$ cat src/rtl/ysyx_24110006_idu_ctrl.sv
// Decode-stage controller: one-entry instruction stage, RV32I field decoder, scoreboard hazard check and issue.
// Optional feature macro: YSYX_IDU_WB_BYPASS_EN (same-cycle writeback clears a pending hazard).

module ysyx_24110006_IDU (
    input  logic [31:0] inst,
    output logic [6:0]  op,
    output logic [2:0]  func,
    output logic [4:0]  rs1,
    output logic [4:0]  rs2,
    output logic [4:0]  rd,
    output logic [31:0] imm
);
    // Field extraction and immediate formation per RV32I format
    always_comb begin
        op   = inst[6:0];
        func = inst[14:12];
        rs1  = inst[19:15];
        rs2  = inst[24:20];
        rd   = inst[11:7];
        imm  = 32'h0;
        case (inst[6:0])
            7'b0010011, 7'b0000011, 7'b1100111, 7'b1110011:
                imm = {{20{inst[31]}}, inst[31:20]};
            7'b0100011:
                imm = {{20{inst[31]}}, inst[31:25], inst[11:7]};
            7'b1100011:
                imm = {{19{inst[31]}}, inst[31], inst[7], inst[30:25], inst[11:8], 1'b0};
            7'b0110111, 7'b0010111:
                imm = {inst[31:12], 12'h000};
            7'b1101111:
                imm = {{11{inst[31]}}, inst[31], inst[19:12], inst[20], inst[30:21], 1'b0};
            default:
                imm = 32'h0;
        endcase
    end
endmodule

module ysyx_24110006_idu_ctrl #(
    parameter int unsigned CNT_W = 2,
    parameter int unsigned NREG  = 32
) (
    input  logic        clock,
    input  logic        reset,
    input  logic        i_valid,
    output logic        o_ready,
    input  logic [31:0] i_inst,
    input  logic [31:0] i_pc,
    output logic        o_valid,
    input  logic        i_ready,
    output logic [31:0] o_pc,
    output logic [6:0]  o_op,
    output logic [2:0]  o_func,
    output logic [4:0]  o_rs1,
    output logic [4:0]  o_rs2,
    output logic [4:0]  o_rd,
    output logic [31:0] o_imm,
    input  logic        i_flush,
    input  logic        i_wb_valid,
    input  logic [4:0]  i_wb_rd,
    output logic [31:0] o_stall_cyc
);
    localparam logic [CNT_W-1:0] CNT_MAX = {CNT_W{1'b1}};
    localparam logic [CNT_W-1:0] CNT_ONE = CNT_W'(1);
    localparam logic [31:0]      NOP     = 32'h0000_0013;

    localparam logic [6:0] OP_LUI    = 7'b0110111;
    localparam logic [6:0] OP_AUIPC  = 7'b0010111;
    localparam logic [6:0] OP_JAL    = 7'b1101111;
    localparam logic [6:0] OP_JALR   = 7'b1100111;
    localparam logic [6:0] OP_BRANCH = 7'b1100011;
    localparam logic [6:0] OP_LOAD   = 7'b0000011;
    localparam logic [6:0] OP_STORE  = 7'b0100011;
    localparam logic [6:0] OP_IMM    = 7'b0010011;
    localparam logic [6:0] OP_REG    = 7'b0110011;
    localparam logic [6:0] OP_FENCE  = 7'b0001111;
    localparam logic [6:0] OP_SYSTEM = 7'b1110011;

    typedef enum logic {
        EMPTY = 1'b0,
        HOLD  = 1'b1
    } state_t;

    state_t            state;
    state_t            state_nxt;
    logic [31:0]       inst_q;
    logic [31:0]       pc_q;
    logic [CNT_W-1:0]  cnt     [NREG];
    logic [CNT_W-1:0]  cnt_eff [NREG];
    logic [NREG-1:0]   dec_hit;
    logic [NREG-1:0]   inc_hit;

    logic known_op;
    logic uses_rs1;
    logic uses_rs2;
    logic writes_rd;
    logic rs1_busy;
    logic rs2_busy;
    logic rd_full;
    logic hazard;
    logic fire;
    logic load;

    ysyx_24110006_IDU u_idu (
        .inst (inst_q),
        .op   (o_op),
        .func (o_func),
        .rs1  (o_rs1),
        .rs2  (o_rs2),
        .rd   (o_rd),
        .imm  (o_imm)
    );

    assign o_pc = pc_q;

    // Register usage classes from opcode; unrecognised opcodes read rs1 only
    always_comb begin
        known_op = 1'b0;
        case (o_op)
            OP_LUI, OP_AUIPC, OP_JAL, OP_JALR, OP_BRANCH, OP_LOAD,
            OP_STORE, OP_IMM, OP_REG, OP_FENCE, OP_SYSTEM: known_op = 1'b1;
            default: known_op = 1'b0;
        endcase
        uses_rs1  = !((o_op == OP_LUI) || (o_op == OP_AUIPC) || (o_op == OP_JAL));
        uses_rs2  = (o_op == OP_REG) || (o_op == OP_STORE) || (o_op == OP_BRANCH);
        writes_rd = known_op && (o_op != OP_STORE) && (o_op != OP_BRANCH) && (o_rd != 5'd0);
    end

    // Scoreboard lookups; with bypass a retiring write is already visible to this cycle's check
    always_comb begin
        dec_hit  = '0;
        rs1_busy = 1'b0;
        rs2_busy = 1'b0;
        rd_full  = 1'b0;
        for (int unsigned i = 0; i < NREG; i++) begin
            cnt_eff[i] = cnt[i];
        end
        for (int unsigned i = 1; i < NREG; i++) begin
            dec_hit[i] = i_wb_valid && (i_wb_rd == 5'(i));
`ifdef YSYX_IDU_WB_BYPASS_EN
            if (dec_hit[i] && (cnt[i] != '0)) begin
                cnt_eff[i] = cnt[i] - CNT_ONE;
            end
`endif
            if ((o_rs1 == 5'(i)) && (cnt_eff[i] != '0)) rs1_busy = 1'b1;
            if ((o_rs2 == 5'(i)) && (cnt_eff[i] != '0)) rs2_busy = 1'b1;
            if ((o_rd  == 5'(i)) && (cnt_eff[i] == CNT_MAX)) rd_full = 1'b1;
        end
    end

    // Next-state and handshake outputs
    always_comb begin
        state_nxt = state;
        hazard    = (uses_rs1 && rs1_busy) || (uses_rs2 && rs2_busy) || (writes_rd && rd_full);
        o_valid   = (state == HOLD) && !hazard && !i_flush;
        fire      = o_valid && i_ready;
        o_ready   = !i_flush && ((state == EMPTY) || fire);
        load      = i_valid && o_ready;
        case (state)
            EMPTY: begin
                if (load) state_nxt = HOLD;
            end
            HOLD: begin
                if (i_flush) begin
                    state_nxt = EMPTY;
                end else if (fire && !i_valid) begin
                    state_nxt = EMPTY;
                end
            end
            default: state_nxt = EMPTY;
        endcase
    end

    always_comb begin
        inc_hit = '0;
        for (int unsigned i = 1; i < NREG; i++) begin
            inc_hit[i] = fire && writes_rd && (o_rd == 5'(i));
        end
    end

    always_ff @(posedge clock) begin
        if (reset) begin
            state       <= EMPTY;
            inst_q      <= NOP;
            pc_q        <= 32'h0;
            o_stall_cyc <= 32'h0;
        end else begin
            state <= state_nxt;
            if (load) begin
                inst_q <= i_inst;
                pc_q   <= i_pc;
            end
            if ((state == HOLD) && hazard && !i_flush) begin
                o_stall_cyc <= o_stall_cyc + 32'd1;
            end
        end
    end

    // In-flight write counters; simultaneous issue and retire on one register cancel out
    always_ff @(posedge clock) begin
        if (reset) begin
            for (int unsigned i = 0; i < NREG; i++) begin
                cnt[i] <= '0;
            end
        end else begin
            cnt[0] <= '0;
            for (int unsigned i = 1; i < NREG; i++) begin
                if (inc_hit[i] && dec_hit[i]) begin
                    cnt[i] <= cnt[i];
                end else if (inc_hit[i]) begin
                    cnt[i] <= cnt[i] + CNT_ONE;
                end else if (dec_hit[i] && (cnt[i] != '0)) begin
                    cnt[i] <= cnt[i] - CNT_ONE;
                end
            end
        end
    end
endmodule
$ cat config.mk
export PLATFORM = sky130hd
export DESIGN_NAME = ysyx_24110006_idu_ctrl
export DESIGN_NICKNAME = d
export VERILOG_FILES = /design/src/rtl/ysyx_24110006_idu_ctrl.sv
export SDC_FILE = /design/constraint.sdc
export NUM_CORES = 1
export LEC_CHECK = 0
export BUFFER_PORTS_ARGS = -buffer_cell sky130_fd_sc_hd__buf_2
export CORE_MARGIN = 3
export CORE_UTILIZATION = 57
export CTS_CLUSTER_SIZE = 8
export DETAILED_ROUTE_END_ITERATION = 12
export PLACE_DENSITY = 0.82
export SLEW_MARGIN = 40
export SYNTH_ARGS = -nofsm -noshare
export SYNTH_HDL_FRONTEND = slang
export SYNTH_SLANG_ARGS = --single-unit
$ cat constraint.sdc
create_clock -name clock -period 3.34 [get_ports clock]
set_input_delay 0.501 -clock clock [delete_from_list [all_inputs] [get_ports clock]]
set_output_delay 0.501 -clock clock [all_outputs]
set_load 0.01 [all_outputs]
==> metrics <==
CTS root buf=clkbuf_16; vias per inst=between 6 and 7; reg-to-reg critical path endpoint=cnt[0][46]; Longest Clk Path Bufs=2; status=finished, violations left; final slew viol count=0; Synth Area in Simple Gates=0.279; largest net degree at the start of global routing=about 130; Synth area leader=dfxtp_1; worst-margin pin slew=762 ps; Synth Area in Adders=0.00355; Final Hold Vio Count=0; Worst VDD drop=403 µV; Hold Path End=o_pc[14]; Data required, critical path=3520 ps; largest family of logic cells by synthesized area=simple AND/OR/NAND/NOR gates; startpoint types=flip-flop; RSZ-0062 raised after global routing=yes; ant diodes=0; Async S/R FF share, synth=0; worst setup margin=-28.1 ps; setup TNS=-98.9 ps; Num Clock Sinks=between 150 and 200; Skew-Pair Late Insertion Delay=approximately 440 ps; class of the worst hold path=in2reg; reg2reg path depth=11; clk slew on worst S/H paths=roughly 80 ps; Post-synth top cells=nand2_1, nor2_1, dfxtp_1; maxcap violations=0; hold path depth=3; Final Core Density=0.707; DRT antenna net count=0; site row count=49; io pins=198; post-layout total power=5.24 mW; top post-synthesis cells by area=dfxtp_1, edfxtp_1, nand2_1, mux2i_1, nor2_1; Crit. End Element=flip-flop; register area share after synthesis=0.360; Overall Global Routing Usage=0.318; register bit count reported by yosys=159; failing checks=setup timing; Worst Path Max Fanout=31; initial antenna violation count=0; total CTS buffers=17; Die Y=about 140 µm; FF-to-FF Start=cnt[0][2]; Yosys top cell area share=0.184; initial core utilization=0.584; post-synthesis xor/xnor area fraction=0.00663; Worst slew margin=0.492; syn avg cell area=8.17 µm²; H-tree levels=4; top-count cell post-synth=nand2_1; nets=roughly 1.6k; R2R Setup Slk=-30 ps; Detailed Route Iter0 Violations=1,176; global-route wire length before repair=51.5 mm; layout cells sized above 1=0.256; total core area=18,100 µm²; post-detail-place hpwl=24.8 mm; Remaining DRCs=0; RePlAce Congestion=approximately 1; CTS tree=yes; ys flop type=dfxtp_1; chip width=142 µm; vias in the first global route=9,638; compound-cell area share of the yosys netlist=0.215; drt wl/cell=19.5 µm; Peak Freq=0.297 GHz; Pre-antenna DRT Iters=7; YS warnings=0; Pleak=around 5.1 nW; Post-Route WL=33.7 mm; Cell Area, Synth=about 11,000 µm²; Power Density=410 nW/µm²; # setup viols final=12; min cycle time layout=3370 ps; port bufs=197; DIE AREA=between 20,000 and 25,000 µm²; clk_skew=about 18 ps; cells after synthesis=1,293; Hold WS=300 ps; EDFF count, synth=62; Area Overhead vs Synth=21.1%; critical path class=reg2reg; gr ovfl total=0; multiplexer share of the synthesized area=0.0689; vias=around 11k; cts hold-fix bufs=0; hold wc startpoint=i_pc[14]; syn_nets=between 1k and 1.5k; post-synth cell types=a little under 80; Crit path arrival time=approximately 3600 ps; fin crit share=1.01
==> worst max-delay path, stage by stage, from the launching register on <==
cell       delay, ps
edfxtp_1         520
nor3_1           240
a2111oi_2         90
o31ai_1          390
a41oi_2          210
and2_1           250
buf_6            160
buf_4            140
a2111oi_4        370
buf_12           240
a31oi_1          100
or3_1            380
==> metrics by stage <==
step,setup WS [ps],cells,instance area [µm²]
2_1_floorplan,300,1293,10600
3_3_place_gp,40.2,1689,12000
3_5_place_dp,-14.7,1689,12000
4_1_cts,3.42,1721,12700
5_1_grt,-84.1,1726,12800
6_report,-28.1,1726,12800
==> registers in the layout (all words and copies together), names as in the netlist <==
name	flops
o_pc	32
inst_q	32
cnt	62
state	1
o_stall_cyc	32
==> final cells by class <==
cell class                      count  area (µm²)
Inverter                           22        85.1
Tap cell                          229         287
Fill cell                        1422        5290
Timing Repair Buffer              293        1820
Multi-Input combinational cell    991        6190
Clock inverter                     14         170
Sequential cell                   159        3820
Clock buffer                       18         429
==> logic make-up (layout without fill, tap and decap cells) <==
group / after synthesis / in the layout
multiplexers: 71 / 71
buffers and inverters: 143 / 347
AO/OA/AOI/OAI: 310 / 310
XOR/XNOR: 8 / 8
AND/OR/NAND/NOR: 599 / 599
adder cells (fa/ha/maj): 3 / 3
flip-flops: 159 / 159
==> worst max-delay path by stage <==
stage          startpoint         end  depth (start not counted)
2_1_floorplan  inst_q[23]  cnt[0][54]                         10
6_report        cnt[0][2]  cnt[0][46]                         11
5_1_grt         cnt[0][7]  cnt[0][50]                         12
3_3_place_gp   cnt[0][19]  cnt[0][48]                         10
4_1_cts        cnt[0][34]     o_ready                         12
3_5_place_dp   inst_q[18]  cnt[0][31]                         10
==> layer usage <==
layer,routed length (µm),GRT usage,vias up,part of all wire
li1,-,-,5149,-
met1,13600,0.427,5090,0.40
met2,15400,0.498,585,0.46
met3,3440,0.0817,108,0.10
met4,1300,0.114,0,0.039
met5,0,0,-,0
==> repair_timing <==
item                                   in CTS  in global routing
endpoints found under the hold margin       0                  0
setup buffers                               0                  5
pin swaps                                   0                  2
resized for setup                          19                 23
setup endpoints to repair                   5                  8
==> placed cells by master (no fill, tap or decap), drive strengths merged, types with 11 or more instances in the layout <==
cell / netlist / layout
nand3: 37 / 37
a21oi: 60 / 60
a2111oi: 16 / 16
a31oi: 15 / 15
nand2b: 21 / 21
o31ai: 26 / 26
nand4: 24 / 24
a311o: 11 / 11
or3: 17 / 17
nor2b: 20 / 20
and3: 14 / 14
clkbuf: 56 / 18
a211o: 14 / 14
a21o: 26 / 26
inv: 22 / 28
a211oi: 31 / 31
buf: 65 / 293
edfxtp: 62 / 62
nor3: 46 / 46
o21ai: 39 / 39
nand2: 214 / 214
dfxtp: 97 / 97
or4: 22 / 22
mux2i: 66 / 66
nor2: 124 / 124
==> report_power, final <==
| group | internal (mW) | switching, mW |
|---|---|---|
| Combinational | 0.422 | 0.605 |
| Clock | 1.01 | 0.958 |
| Sequential | 2.12 | 0.125 |
| Total | 3.55 | 1.69 |
(Power assumes the default switching activity.)
